### src/rtl/alu_share_arbiter.sv
// Round-robin share of one alu + ALUControl pair between two requesters.
// Ports: clk, rst; r0_*/r1_* request and response channels; alu_* to/from the alu.
module alu_share_arbiter #(
  parameter int WIDTH       = 32,
  parameter int EXEC_CYCLES = 1
) (
  input  logic             clk,
  input  logic             rst,
  input  logic             r0_valid,
  output logic             r0_ready,
  input  logic [WIDTH-1:0] r0_a,
  input  logic [WIDTH-1:0] r0_b,
  input  logic [3:0]       r0_func,
  input  logic [6:0]       r0_opcode,
  output logic             r0_rsp_valid,
  input  logic             r0_rsp_ready,
  output logic [WIDTH-1:0] r0_rsp_data,
  output logic             r0_rsp_branch,
  input  logic             r1_valid,
  output logic             r1_ready,
  input  logic [WIDTH-1:0] r1_a,
  input  logic [WIDTH-1:0] r1_b,
  input  logic [3:0]       r1_func,
  input  logic [6:0]       r1_opcode,
  output logic             r1_rsp_valid,
  input  logic             r1_rsp_ready,
  output logic [WIDTH-1:0] r1_rsp_data,
  output logic             r1_rsp_branch,
  output logic [WIDTH-1:0] alu_a,
  output logic [WIDTH-1:0] alu_b,
  output logic [3:0]       alu_func,
  output logic [6:0]       alu_opcode,
  input  logic [WIDTH-1:0] alu_out,
  input  logic             alu_branch
);

  localparam logic [1:0] IDLE = 2'd0;
  localparam logic [1:0] EXEC = 2'd1;
  localparam logic [1:0] RESP = 2'd2;

  localparam logic [3:0] CNT_INIT = 4'(EXEC_CYCLES - 1);

  logic [1:0] state;
  logic       last_grant;
  logic       owner;
  logic [3:0] cnt;
  logic       g0;
  logic       g1;
  logic       idle;
  logic       own_rsp_ready;

  // On a tie the requester that did not win last time goes next.
  assign g0 = r0_valid & (~r1_valid | last_grant);
  assign g1 = r1_valid & (~r0_valid | ~last_grant);

  assign idle     = (state == IDLE);
  assign r0_ready = ~rst & idle & g0;
  assign r1_ready = ~rst & idle & g1;

  assign r0_rsp_valid = (state == RESP) & ~owner;
  assign r1_rsp_valid = (state == RESP) & owner;

  assign own_rsp_ready = owner ? r1_rsp_ready
                               : r0_rsp_ready;

  always_ff @(posedge clk or posedge rst) begin
    if (rst) begin
      state         <= IDLE;
      last_grant    <= 1'b1;
      owner         <= 1'b0;
      cnt           <= 4'd0;
      alu_a         <= '0;
      alu_b         <= '0;
      alu_func      <= 4'd0;
      alu_opcode    <= 7'd0;
      r0_rsp_data   <= '0;
      r0_rsp_branch <= 1'b0;
      r1_rsp_data   <= '0;
      r1_rsp_branch <= 1'b0;
    end else begin
      unique case (state)
        IDLE: begin
          unique case (1'b1)
            r0_ready: begin
              alu_a      <= r0_a;
              alu_b      <= r0_b;
              alu_func   <= r0_func;
              alu_opcode <= r0_opcode;
              owner      <= 1'b0;
              last_grant <= 1'b0;
              cnt        <= CNT_INIT;
              state      <= EXEC;
            end
            r1_ready: begin
              alu_a      <= r1_a;
              alu_b      <= r1_b;
              alu_func   <= r1_func;
              alu_opcode <= r1_opcode;
              owner      <= 1'b1;
              last_grant <= 1'b1;
              cnt        <= CNT_INIT;
              state      <= EXEC;
            end
            default: ;
          endcase
        end
        EXEC: begin
          if (cnt != 4'd0) begin
            cnt <= cnt - 4'd1;
          end else begin
            if (owner) begin
              r1_rsp_data   <= alu_out;
              r1_rsp_branch <= alu_branch;
            end else begin
              r0_rsp_data   <= alu_out;
              r0_rsp_branch <= alu_branch;
            end
            state <= RESP;
          end
        end
        RESP: begin
          if (own_rsp_ready) state <= IDLE;
        end
        default: state <= IDLE;
      endcase
    end
  end

endmodule
### config.mk
export PLATFORM = sky130hd
export DESIGN_NAME = alu_share_arbiter
export DESIGN_NICKNAME = d
export VERILOG_FILES = /design/src/rtl/alu_share_arbiter.sv
export SDC_FILE = /design/constraint.sdc
export NUM_CORES = 1
export LEC_CHECK = 0
export BUFFER_PORTS_ARGS = -buffer_cell sky130_fd_sc_hd__buf_4
export CORE_AREA = 2 2 130 132
export CTS_CLUSTER_SIZE = 25
export DETAILED_ROUTE_END_ITERATION = 16
export DIE_AREA = 0 0 132 134
export PLACE_DENSITY = 0.73
export RECOVER_POWER = 50
export SYNTH_ARGS = -nofsm -noshare
export SYNTH_HDL_FRONTEND = slang
export SYNTH_SLANG_ARGS = --single-unit
### constraint.sdc
create_clock -name clk -period 13.55 [get_ports clk]
set_clock_uncertainty 0.15 [all_clocks]
set_input_delay 1.355 -clock clk [delete_from_list [all_inputs] [get_ports clk]]
set_output_delay 1.355 -clock clk [all_outputs]
set_load 0.1 [all_outputs]
### Word level (Yosys, flattened, before mapping)

Cells that the tools add are included.

| word-level totals | value |
|---|---|
| register bits after elaboration | 149 |
| memory bits (writable) | 0 |
| memories | 0 |
| memory bits (read-only) | 0 |
| latch bits | 0 |
| output and inout bits | 145 |

| operators by class | value |
|---|---|
| multipliers | 0 |
| muxes and demuxes | 13 |
| bitwise gates (word level) | 15 |
| reduce and logical (&&, ||, !) cells | 10 |
| shift operators | 0 |
| order comparisons | 0 |
| equality and inequality tests | 6 |
| add/subtract/negate cells | 1 |
| divide/modulo/power cells | 0 |

Operators with widths:

| kind | count |
|---|---|
| 32-bit one-hot mux with 2 select lines | 2 |
| 4-bit one-hot mux with 2 select lines | 2 |
| 7-bit one-hot mux with 2 select lines | 1 |
| 3-bit AND reduction | 4 |
| 4-bit 2-to-1 mux | 2 |
| 2-bit != test (second input constant) | 4 |
| 1-bit AND | 7 |
| 2-bit 2-to-1 mux | 3 |
| 1-bit NOT | 6 |
| 2-bit one-hot mux with 3 select lines | 1 |
| 2-bit nonzero test | 2 |
| 4-bit nonzero test | 1 |
| 4-bit by 1-bit subtractor with 4-bit output (second input constant) | 1 |
| 2-bit by 1-bit equality test with 1-bit output (second input constant) | 1 |
| 2-bit equality test (second input constant) | 1 |
| 2-bit zero test | 1 |
| 1-bit OR | 2 |
| 1-bit one-hot mux with 2 select lines | 1 |
| 2-bit AND reduction | 1 |
| 2-bit OR reduction | 1 |
| 1-bit 2-to-1 mux | 1 |

### Depth between registers and ports, before layout

Gate-level depths: netlist of run 1.

| depth | value |
|---|---|
| word-level depth | 7 |
| depth in mapped cells | 8 |

### Worst setup path before layout of run 1

OpenSTA, ideal clock, no wires.

| path | value |
|---|---|
| path kind | in2out |
| from | in rst |
| to | out r1_ready |
| data arrival time | 3.312 ns |
| setup slack | 8.733 ns |
| cell stages on the path | 4 |
| path buffers | 2 |
| path through | or3_1 buf_2 buf_6 nor2_1 |

| on the way | value |
|---|---|
| cells in the longest elaborated chain, start to end | 3 |

RTL lines:

| what | line | text |
|---|---|---|
| start: declaration | 8 | `input logic rst,` |
| 1-bit NOT | 58 | `assign r1_ready = ~rst & idle & g1;` |
| 1-bit AND (2 in a row) | 58 |  |
| end: declaration | 20 | `output logic r1_ready,` |

Every way passes these cells.

### Final worst setup path of run 1

| path | value |
|---|---|
| from | in rst |
| to | reg alu_b[26] |

| on the way | value |
|---|---|
| cells in the longest elaborated chain, start to end | 5 |
| elaborated cells on any way between the ends | 7 |

RTL lines:

| what | line | text |
|---|---|---|
| 1-bit NOT (*) | 57, 58 |  |
| 1-bit AND (*) | 57, 58 |  |
| 1-bit AND (on tied branches) | 57, 58 |  |
| 2-bit nonzero test (no source line) | -- |  |
| 2-bit AND reduction (no source line) | -- |  |
| end signal: assignment | 86 | `alu_b <= r0_b;` |
| end signal: assignment | 96 | `alu_b <= r1_b;` |
| end: declaration | 30 | `output logic [WIDTH-1:0] alu_b,` |

Every way passes the cells marked *; elsewhere a longest branch is shown, timed or not.
A chain may end at the register's enable or synchronous reset.

==> reports/summary.txt, run 1 <==
Register bit count reported by yosys = 149
Commonest non-fill, non-tap cell in the layout = buf_4
Starting Density = 0.4126
CTS tree = done
Clk pin slew, worst setup/hold paths = 70 ps
Aggregate global routing overflow = 0
Synth Warn # = 0
Failing checks = max-capacitance violations, max-slew violations
Status = finished, violations left
RSZ-0062 raised after global routing = no
Global Route Usage Sum = 0.2342
Horiz. Die Dim = 132 um
Cts bufs inserted = 17
Clock tree sinks = 149
DR pass1 iterations = 5
Syn nets = 813
Number of global-route vias before repair = 6,263
DR vias/cell = 5.464
Post-DRT Antenna Nets = 0
Hold Fails Final Rpt = 0
Max FO, Critical Path = 77
CTS resizes = 0
Crit Path Category = primary input to register
Post-synth top area share = 0.5511
Yosys cell types = 36
Register area share after synthesis = 0.5550
Ant diodes = 0
PortBufs = 333
Initial antenna violation count = 0
Max Slew Vio Count = 223
Site row count = 47
Fraction of layout cells with a size suffix above 1 = 0.3996
Max_slew headroom = -1.117
Fin crit period = 5172 ps
Finish-stage setup viols = 0
Vias = 6,289
Max H-tree Level = 4
GP Congestion = 0.7989
Startpoint types = primary input
Mapped Area = 6720 um^2
Arrival time at the worst endpoint = 5360 ps
Slew of the pin with the lowest slew margin = 3158 ps
Crit end category = register
Worst hold path type = register to register
Fin Setup TNS = 0 ps
Clk_lat worst skew = 410 ps
Starting DRT DRC Count = 331
Final wirelength = 21,160 um
Post-DP HPWL = 14,240 um
Critical path data required time = 13,730 ps
DIE HEIGHT = 134 um
Most frequent cells in the layout = 262 x buf_4, 148 x dfrtp_1, 80 x clkbuf_1
Total die area = 17,690 um^2
Post-CTS Setup Bufs = 0
IO Pins = 334
Layout net count = 1,109
Tcrit/Tclk final = 0.3817
Global-route wire length before repair = 32,880 um
Core Region = 16,290 um^2
WL/cell = 18.38 um
Synth top area cells = dfrtp_1 55%, mux2_2 11%, a31oi_1 7.0%, nand3_1 5.8%, o21ai_0 5.7%
Max Cap Viol = 4
Largest net degree at the start of global routing = 81
Max Buffers Root-to-Sink = 2
Cells after Synth = 622
Mean area per synthesized cell = 10.80 um^2
CTS root buf = clkbuf_16
Largest area contributor in the netlist = dfrtp_1
Max Freq = 193.3 MHz
# hold bufs at CTS = 0
Layout area overhead = 41.67%
# DRC = 0
==> flip-flops by register name, summed over array words and instances (netlist names), 2 cells and up <==
signal       flops
cnt              4
alu_a           32
r0_rsp_data     32
r1_rsp_data     32
alu_b           32
alu_opcode       7
alu_func         4
state            2
==> critical path, stage by stage <==
cell      delay (ps)
clkbuf_1         200
or3_2            180
clkbuf_1        2220
nor2_4           630
buf_4            520
a31oi_1          220
==> synthesized netlist by cell type <==
master,instances
nand2b_1,2
ha_1,2
a21o_1,2
a21bo_2,1
a21oi_1,75
o22ai_1,2
clkbuf_1,34
mux2_2,66
dfrtp_1,148
mux2i_1,1
dfstp_2,1
nor3_1,1
buf_6,11
a31oi_1,75
nand2_1,2
nor2_4,1
o32ai_1,1
nor3_2,1
o21ai_0,76
inv_1,4
a21boi_0,1
nor3_4,1
nand3b_1,1
nor2b_1,1
and3b_1,1
nand3_1,78
or3_1,2
nor2_1,2
buf_2,20
or2_2,2
nor4_1,1
or3b_4,1
buf_1,1
nor3b_1,1
a31o_2,2
nor3b_2,1
==> cells by family (layout without fill, tap and decap cells) <==
| kind of cell | count (synthesis) | count (layout) | synth area share |
|---|---|---|---|
| AO/OA/AOI/OAI | 235 | 235 | 0.1929 |
| adder cells (fa/ha/maj) | 2 | 2 | 0.003723 |
| buffers and inverters | 70 | 379 | 0.05511 |
| flip-flops | 149 | 149 | 0.5550 |
| multiplexers | 67 | 67 | 0.1121 |
| AND/OR/NAND/NOR | 99 | 99 | 0.08118 |
==> through the flow <==
step	cells	utilization	worst slack, ps	hold WS [ps]	cell area [um^2]
2_1_floorplan	622	-	8039	353.8	6720
3_3_place_gp	1119	0.5672	9464	338.6	9239
3_5_place_dp	1119	0.5672	9426	344.1	9239
4_1_cts	1151	0.6036	9530	358.0	9832
5_1_grt	1151	0.5845	8006	365.4	9520
6_report	1151	0.5845	8378	352.9	9520
==> metal layers <==
metal	GRT usage	wire, um	vias up
li1	-	-	2916
met1	0.2825	8319	3045
met2	0.3860	10410	289
met3	0.08012	1815	39
met4	0.09662	616	0
met5	0	0	-
==> area by class of cell <==
cell class | instances | area [um^2]
flip-flops and latches | 149 | 3730
fillers | 1537 | 6769
repair buffers | 343 | 2275
well taps | 220 | 275.3
clock inverters | 15 | 167.7
inverters | 4 | 16.27
clock buffers | 17 | 425.4
multi-input cells | 403 | 2631
==> worst paths after layout <==
kind                            cells after the start  slack, ps                  startpoint                    endpoint
worst max-delay path                                6       8380                         rst       alu_b[26]$_DFFE_PP0P_
worst min-delay path                                1        350  r1_rsp_data[1]$_DFFE_PP0P_  r1_rsp_data[1]$_DFFE_PP0P_
worst max register to register                      5       8970        state[0]$_DFFE_PP0P_       alu_b[26]$_DFFE_PP0P_
worst min register to register                      1        350  r1_rsp_data[1]$_DFFE_PP0P_  r1_rsp_data[1]$_DFFE_PP0P_
max in group asynchronous                           3       9410                         rst   alu_opcode[5]$_DFFE_PP0P_
min in group asynchronous                           2       1760                         rst       alu_a[25]$_DFFE_PP0P_
Power of run 1 is not shown: default switching activity piles up to over one toggle a cycle in this logic, so the estimate is an artifact.
==> inputs of run 2 (changes only) <==
--- a/config.mk
+++ b/config.mk
@@ -6,11 +6,11 @@
 export NUM_CORES = 1
 export LEC_CHECK = 0
 export BUFFER_PORTS_ARGS = -buffer_cell sky130_fd_sc_hd__buf_4
-export CORE_AREA = 2 2 130 132
+export CORE_MARGIN = 2
+export CORE_UTILIZATION = 42
 export CTS_CLUSTER_SIZE = 25
 export DETAILED_ROUTE_END_ITERATION = 16
-export DIE_AREA = 0 0 132 134
-export PLACE_DENSITY = 0.73
+export PLACE_DENSITY = 0.77
 export RECOVER_POWER = 50
 export SYNTH_ARGS = -nofsm -noshare
 export SYNTH_HDL_FRONTEND = slang
==> constraint.sdc (replaced) <==
create_clock -name clk -period 4.6 [get_ports clk]
set_clock_uncertainty 0.15 [all_clocks]
set_input_delay 0.46 -clock clk [delete_from_list [all_inputs] [get_ports clk]]
set_output_delay 0.46 -clock clk [all_outputs]
set_load 0.1 [all_outputs]
==> run 2 against run 1 <==
The run still ends with max-capacitance violations, max-slew violations left; routed wire length decreased by 1.0%; global-route usage increased by 0.25 points; register-to-register slack got worse by 6900 ps; critical path depth decreased by 3.
==> reports/summary.txt, run 2 (synthesis results as in run 1) <==
Status = finished, violations left (unchanged)
Failing checks = max-capacitance violations, max-slew violations (unchanged)
Site row count = 46 (was 47)
Slowest cell on the critical path = clkbuf_2 (was clkbuf_1)
Cell family with most CP delay = buffers and inverters (unchanged)
Core Region = 15,770 um^2 (was 16,290 um^2)
RSZ-0062 raised after global routing = no (unchanged)
Max Slew Vio Count = 115 (was 223)
IO Pins = 334 (unchanged)
Startpoint types = primary input (unchanged)
Initial antenna violation count = 0 (unchanged)
FF+latch area = 3730 um^2 (unchanged)
Worst hold path type = primary input to register (was register to register)
Post-CTS Setup Bufs = 0 (unchanged)
Max Buffers Root-to-Sink = 2 (unchanged)
Commonest non-fill, non-tap cell in the layout = buf_4 (unchanged)
Number of global-route vias before repair = 6,108 (was 6,263)
WL/cell = 18.26 um (was 18.38 um)
Hold Fails Final Rpt = 0 (unchanged)
CTS resizes = 0 (unchanged)
Starting DRT DRC Count = 332 (was 331)
Most frequent cells in the layout = 239 x buf_4, 148 x dfrtp_1, 103 x clkbuf_1 (was 262 x buf_4, 148 x dfrtp_1, 80 x clkbuf_1)
Layout area overhead = 41.18% (was 41.67%)
Final wirelength = 20,950 um (was 21,160 um)
Fraction of layout cells with a size suffix above 1 = 0.3781 (was 0.3996)
Starting Density = 0.4261 (was 0.4126)
Post-DP HPWL = 14,390 um (was 14,240 um)
Max Freq = 321.4 MHz
Clk pin slew, worst setup/hold paths = 60 ps (was 70 ps)
Total die area = 17,030 um^2 (was 17,690 um^2)
Slew of the pin with the lowest slew margin = 2043 ps (was 3158 ps)
Max Cap Viol = 2 (was 4)
Area of the multi-input gates = 2641 um^2 (was 2631 um^2)
Fin Setup TNS = 0 ps (unchanged)
PortBufs = 333 (unchanged)
CTS tree = done (unchanged)
# hold bufs at CTS = 0 (unchanged)
Global-route wire length before repair = 31,420 um (was 32,880 um)
Arrival time at the worst endpoint = 3190 ps (was 5360 ps)
Max_slew headroom = -0.3696 (was -1.117)
Buffers and inverters on the worst path = 3 (unchanged)
GP Congestion = 0.8015 (was 0.7989)
DR vias/cell = 5.481 (was 5.464)
Vias = 6,287 (was 6,289)
Critical-path cell list = clkbuf_1 -> clkinvlp_2 -> clkbuf_2 (was clkbuf_1 -> or3_2 -> clkbuf_1 -> nor2_4 -> buf_4 -> a31oi_1)
Crit Path Category = primary input to asynchronous set/reset pin (was primary input to register)
Ant diodes = 0 (unchanged)
CTS root buf = clkbuf_16 (unchanged)
Layout net count = 1,109 (unchanged)
Largest net degree at the start of global routing = 152 (was 81)
Crit end category = asynchronous set/reset pin (was register)
Fin crit period = 3111 ps
Critical path data required time = 4680 ps (was 13,730 ps)
Cts bufs inserted = 17 (unchanged)
Slowest Stage Delay on Critical Path = 1360 ps (was 2220 ps)
DIE HEIGHT = 130.5 um (was 134 um)
# DRC = 0 (unchanged)
DR pass1 iterations = 4 (was 5)
Aggregate global routing overflow = 0 (unchanged)
Fillers = 1,465 (was 1,537)
Max H-tree Level = 4 (unchanged)
Post-DRT Antenna Nets = 0 (unchanged)
Clk_lat worst skew = 410 ps (about the same)
Clock tree sinks = 149 (unchanged)
Horiz. Die Dim = 130.5 um (was 132 um)
Finish-stage setup viols = 0 (unchanged)
Max FO, Critical Path = 68 (was 77)
Tcrit/Tclk final = 0.6764
Global Route Usage Sum = 0.2368 (was 0.2342)
run 2: path summary, 6_finish.rpt:
| path | to | startpoint | cells after the start | slack (ps) |
|---|---|---|---|---|
| hold / removal | r1_rsp_data[7]$_DFFE_PP0P_ | alu_out[7] | 2 | 130 |
| setup / recovery | r1_rsp_data[15]$_DFFE_PP0P_ | rst | 3 | 1490 |
| hold reg to reg | r1_rsp_data[7]$_DFFE_PP0P_ | r1_rsp_data[7]$_DFFE_PP0P_ | 1 | 350 |
| min in group asynchronous | alu_a[23]$_DFFE_PP0P_ | rst | 2 | 480 |
| setup reg to reg | r1_rsp_branch$_DFFE_PP0P_ | cnt[0]$_DFFE_PP0P_ | 5 | 2030 |
| max in group clk | r1_ready | state[0]$_DFFE_PP0P_ | 3 | 1690 |
run 2: stage by stage:
| step | area [um^2] | hold WS [ps] | utilization | setup slack [ps] | std cells |
|---|---|---|---|---|---|
| floorplan | 6724 | 353.8 | - | 1243 | 622 |
| global placement | 9275 | 338.4 | 0.5881 | 2000 | 1115 |
| detailed placement | 9275 | 343.8 | 0.5881 | 1972 | 1115 |
| CTS | 9887 | 116.0 | 0.6269 | 1658 | 1147 |
| global route | 9488 | 113.3 | 0.6016 | 881.9 | 1147 |
| finish | 9488 | 134.1 | 0.6016 | 1489 | 1147 |
run 2: area by class of cell:
cell class                      instances  share of cell area
Clock buffer                           20             0.04708
Clock inverter                         12             0.01741
Inverter                                4            0.001714
Multi-Input combinational cell        403              0.2784
Sequential cell                       149              0.3931
Tap cell                              216             0.02848
Timing Repair Buffer                  343              0.2338
run 2: per-layer routing:
metal | part of all wire | vias up | wire length (um) | track usage
met5 | 0 | - | 0 | 0
met4 | 0.030 | 0 | 637 | 0.09700
met3 | 0.10 | 41 | 2098 | 0.07940
met2 | 0.50 | 307 | 10460 | 0.4075
met1 | 0.37 | 3032 | 7750 | 0.2719
li1 | - | 2907 | - | -
Power of run 2 is left out for the same reason.
==> inputs of run 3 (changes only) <==
==> constraint.sdc (replaced) <==
create_clock -name clk -period 2.8 [get_ports clk]
set_clock_uncertainty 0.15 [all_clocks]
set_input_delay 0.28 -clock clk [delete_from_list [all_inputs] [get_ports clk]]
set_output_delay 0.28 -clock clk [all_outputs]
set_load 0.1 [all_outputs]
==> run 3 against run 2 <==
Core utilization rose by 12 points; the flow now finishes without violations; via count is 17% higher; global-route usage rose by 5.3 points; critical path depth rose by 4; sequential share of layout area is 6.6 points lower; cell area grew 20%; flip-flop and latch count stayed put; final cell count grew 15%; worst hold slack worse by 130 ps; routed wire length up 23%; count of clock-buffer cells in the layout unchanged.
==> reports/summary.txt, run 3 (synthesis results as in run 1) <==
Status = completed (was finished, violations left)
Startpoint types = primary input (unchanged)
Hold Path Sink = alu_func[2]$_DFFE_PP0P_ (was r1_rsp_data[7]$_DFFE_PP0P_)
Critical-path cell list = dlygate4sd3_1 -> buf_4 -> or3_2 -> nor2_4 -> buf_12 -> a31oi_1 -> dlygate4sd3_1 (was clkbuf_1 -> clkinvlp_2 -> clkbuf_2)
Number of global-route vias before repair = 7,393 (was 6,108)
Worst hold path type = primary input to register (unchanged)
PortBufs = 333 (unchanged)
Starting Density = 0.4261 (unchanged)
Hold Fails Final Rpt = 0 (unchanged)
Largest net degree at the start of global routing = 76 (was 152)
Max_slew headroom = 0.1673 (was -0.3696)
Routing usage on met3 = 0.08998 (was 0.07940)
WL/cell = 19.53 um (was 18.26 um)
Arrival time at the worst endpoint = 2900 ps (was 3190 ps)
Most frequent cells in the layout = 268 x buf_4, 169 x dlygate4sd3_1, 148 x dfrtp_1 (was 239 x buf_4, 148 x dfrtp_1, 103 x clkbuf_1)
Initial antenna violation count = 0 (unchanged)
Finish-stage setup viols = 0 (unchanged)
Tcrit/Tclk final = 0.9818
Clock tree sinks = 149 (unchanged)
RR Endpoint = alu_b[1]$_DFFE_PP0P_ (was r1_rsp_branch$_DFFE_PP0P_)
Fillers = 1,120 (was 1,465)
Layout area overhead = 69.63% (was 41.18%)
Cell count of the worst reg-to-reg path = 5 (unchanged)
Total die area = 17,030 um^2 (unchanged)
FF-to-FF Start = state[0]$_DFFE_PP0P_ (was cnt[0]$_DFFE_PP0P_)
Max H-tree Level = 4 (unchanged)
Max FO, Critical Path = 34 (was 68)
Core Region = 15,770 um^2 (unchanged)
Fin crit period = 2749 ps
Most numerous cell on the critical path = dlygate4sd3_1
Max Buffers Root-to-Sink = 2 (unchanged)
Reg2reg setup slack = 130 ps (was 2030 ps)
RSZ-0062 raised after global routing = no (unchanged)
Met1 track demand over resource = 0.3388 (was 0.2719)
CTS root buf = clkbuf_16 (unchanged)
Hold Startpoint = r0_func[2] (was alu_out[7])
Max Cap Viol = 0 (was 2)
Crit Path Category = primary input to register (was primary input to asynchronous set/reset pin)
Slew of the pin with the lowest slew margin = 1254 ps (was 2043 ps)
Starting DRT DRC Count = 529 (was 332)
Max Freq = 363.8 MHz
Slowest Stage Delay on Critical Path = 590 ps (was 1360 ps)
Global Route Usage Sum = 0.2896 (was 0.2368)
Final wirelength = 25,800 um (was 20,950 um)
Met2 Use GR = 0.4798 (was 0.4075)
Fin Setup TNS = 0 ps (unchanged)
# DRC = 0 (unchanged)
IO Pins = 334 (unchanged)
Vias = 7,327 (was 6,287)
Layout net count = 1,283 (was 1,109)
Post-CTS Setup Bufs = 0 (unchanged)
Cts bufs inserted = 17 (unchanged)
Max Slew Vio Count = 0 (was 115)
DR pass1 iterations = 5 (was 4)
DR vias/cell = 5.547 (was 5.481)
Site row count = 46 (unchanged)
Busiest grt layer = met2 (unchanged)
Commonest non-fill, non-tap cell in the layout = buf_4 (unchanged)
Clk pin slew, worst setup/hold paths = 60 ps (about the same)
Hold depth = 3 (was 2)
Critical path data required time = 2950 ps (was 4680 ps)
Ant diodes = 0 (unchanged)
Post-DRT Antenna Nets = 0 (unchanged)
Clk_lat worst skew = 410 ps (about the same)
Slowest cell on the critical path = dlygate4sd3_1 (was clkbuf_2)
DIE HEIGHT = 130.5 um (unchanged)
Horiz. Die Dim = 130.5 um (unchanged)
CTS tree = done (unchanged)
Post-DP HPWL = 14,080 um (was 14,390 um)
Fraction of layout cells with a size suffix above 1 = 0.3520 (was 0.3781)
Crit end category = register (was asynchronous set/reset pin)
Global-route wire length before repair = 38,360 um (was 31,420 um)
Aggregate global routing overflow = 0 (unchanged)
GP Congestion = 0.8195 (was 0.8015)
-- run 3: how the worst max path moves through the flow --
stage	from	endpoint	cells past startpoint
finish	rst	alu_b[1]$_DFFE_PP0P_	7
floorplan	state[0]$_DFFE_PP0P_	r1_ready	5
global route	rst	alu_a[3]$_DFFE_PP0P_	7
CTS	rst	alu_b[14]$_DFFE_PP0P_	7
global placement	cnt[0]$_DFFE_PP0P_	r0_rsp_data[3]$_DFFE_PP0P_	6
detailed placement	cnt[0]$_DFFE_PP0P_	r0_rsp_data[0]$_DFFE_PP0P_	6
-- run 3: worst max-delay path: cells and delay by family --
family	cells	cell delay, ps
compound gates	1	140
buf+inv	4	1550
simple gates	2	890
-- run 3: metal layers --
metal,vias to the layer above,routed length [um]
met2,445,12660
met4,0,1215
met1,3524,9485
met3,103,2441
met5,-,0
li1,3255,-
-- run 3: through the flow --
step / setup WS, ps / area [um^2] / hold slack [ps] / util / std cells
finish: 50.94 / 11400 / 8.135 / 0.7229 / 1321
global route: 9.636 / 11400 / 3.983 / 0.7229 / 1321
global placement: 688.9 / 9358 / 244.8 / 0.5934 / 1119
floorplan: 444.7 / 6731 / 280.6 / - / 622
detailed placement: 631.2 / 9358 / 255.3 / 0.5934 / 1119
CTS: 84.86 / 11670 / 0.5108 / 0.7403 / 1320
-- run 3: final cells by class --
type	count	area, um^2	share of cell area
Sequential cell	149	3730	0.3272
Multi-Input combinational cell	403	2646	0.2321
Timing Repair Buffer	517	4111	0.3607
Inverter	4	16.27	0.001427
Clock buffer	20	456.7	0.04006
Clock inverter	12	168.9	0.01482
Tap cell	216	270.3	0.02371
-- run 3: what timing repair did --
item | 4_1_cts | 5_1_grt
hold buffers | 169 | 0
endpoints found under the setup margin | 0 | 9
gates resized for setup | 0 | 2
hold endpoints to repair | 160 | 0
Power of run 3 is left out for the same reason.
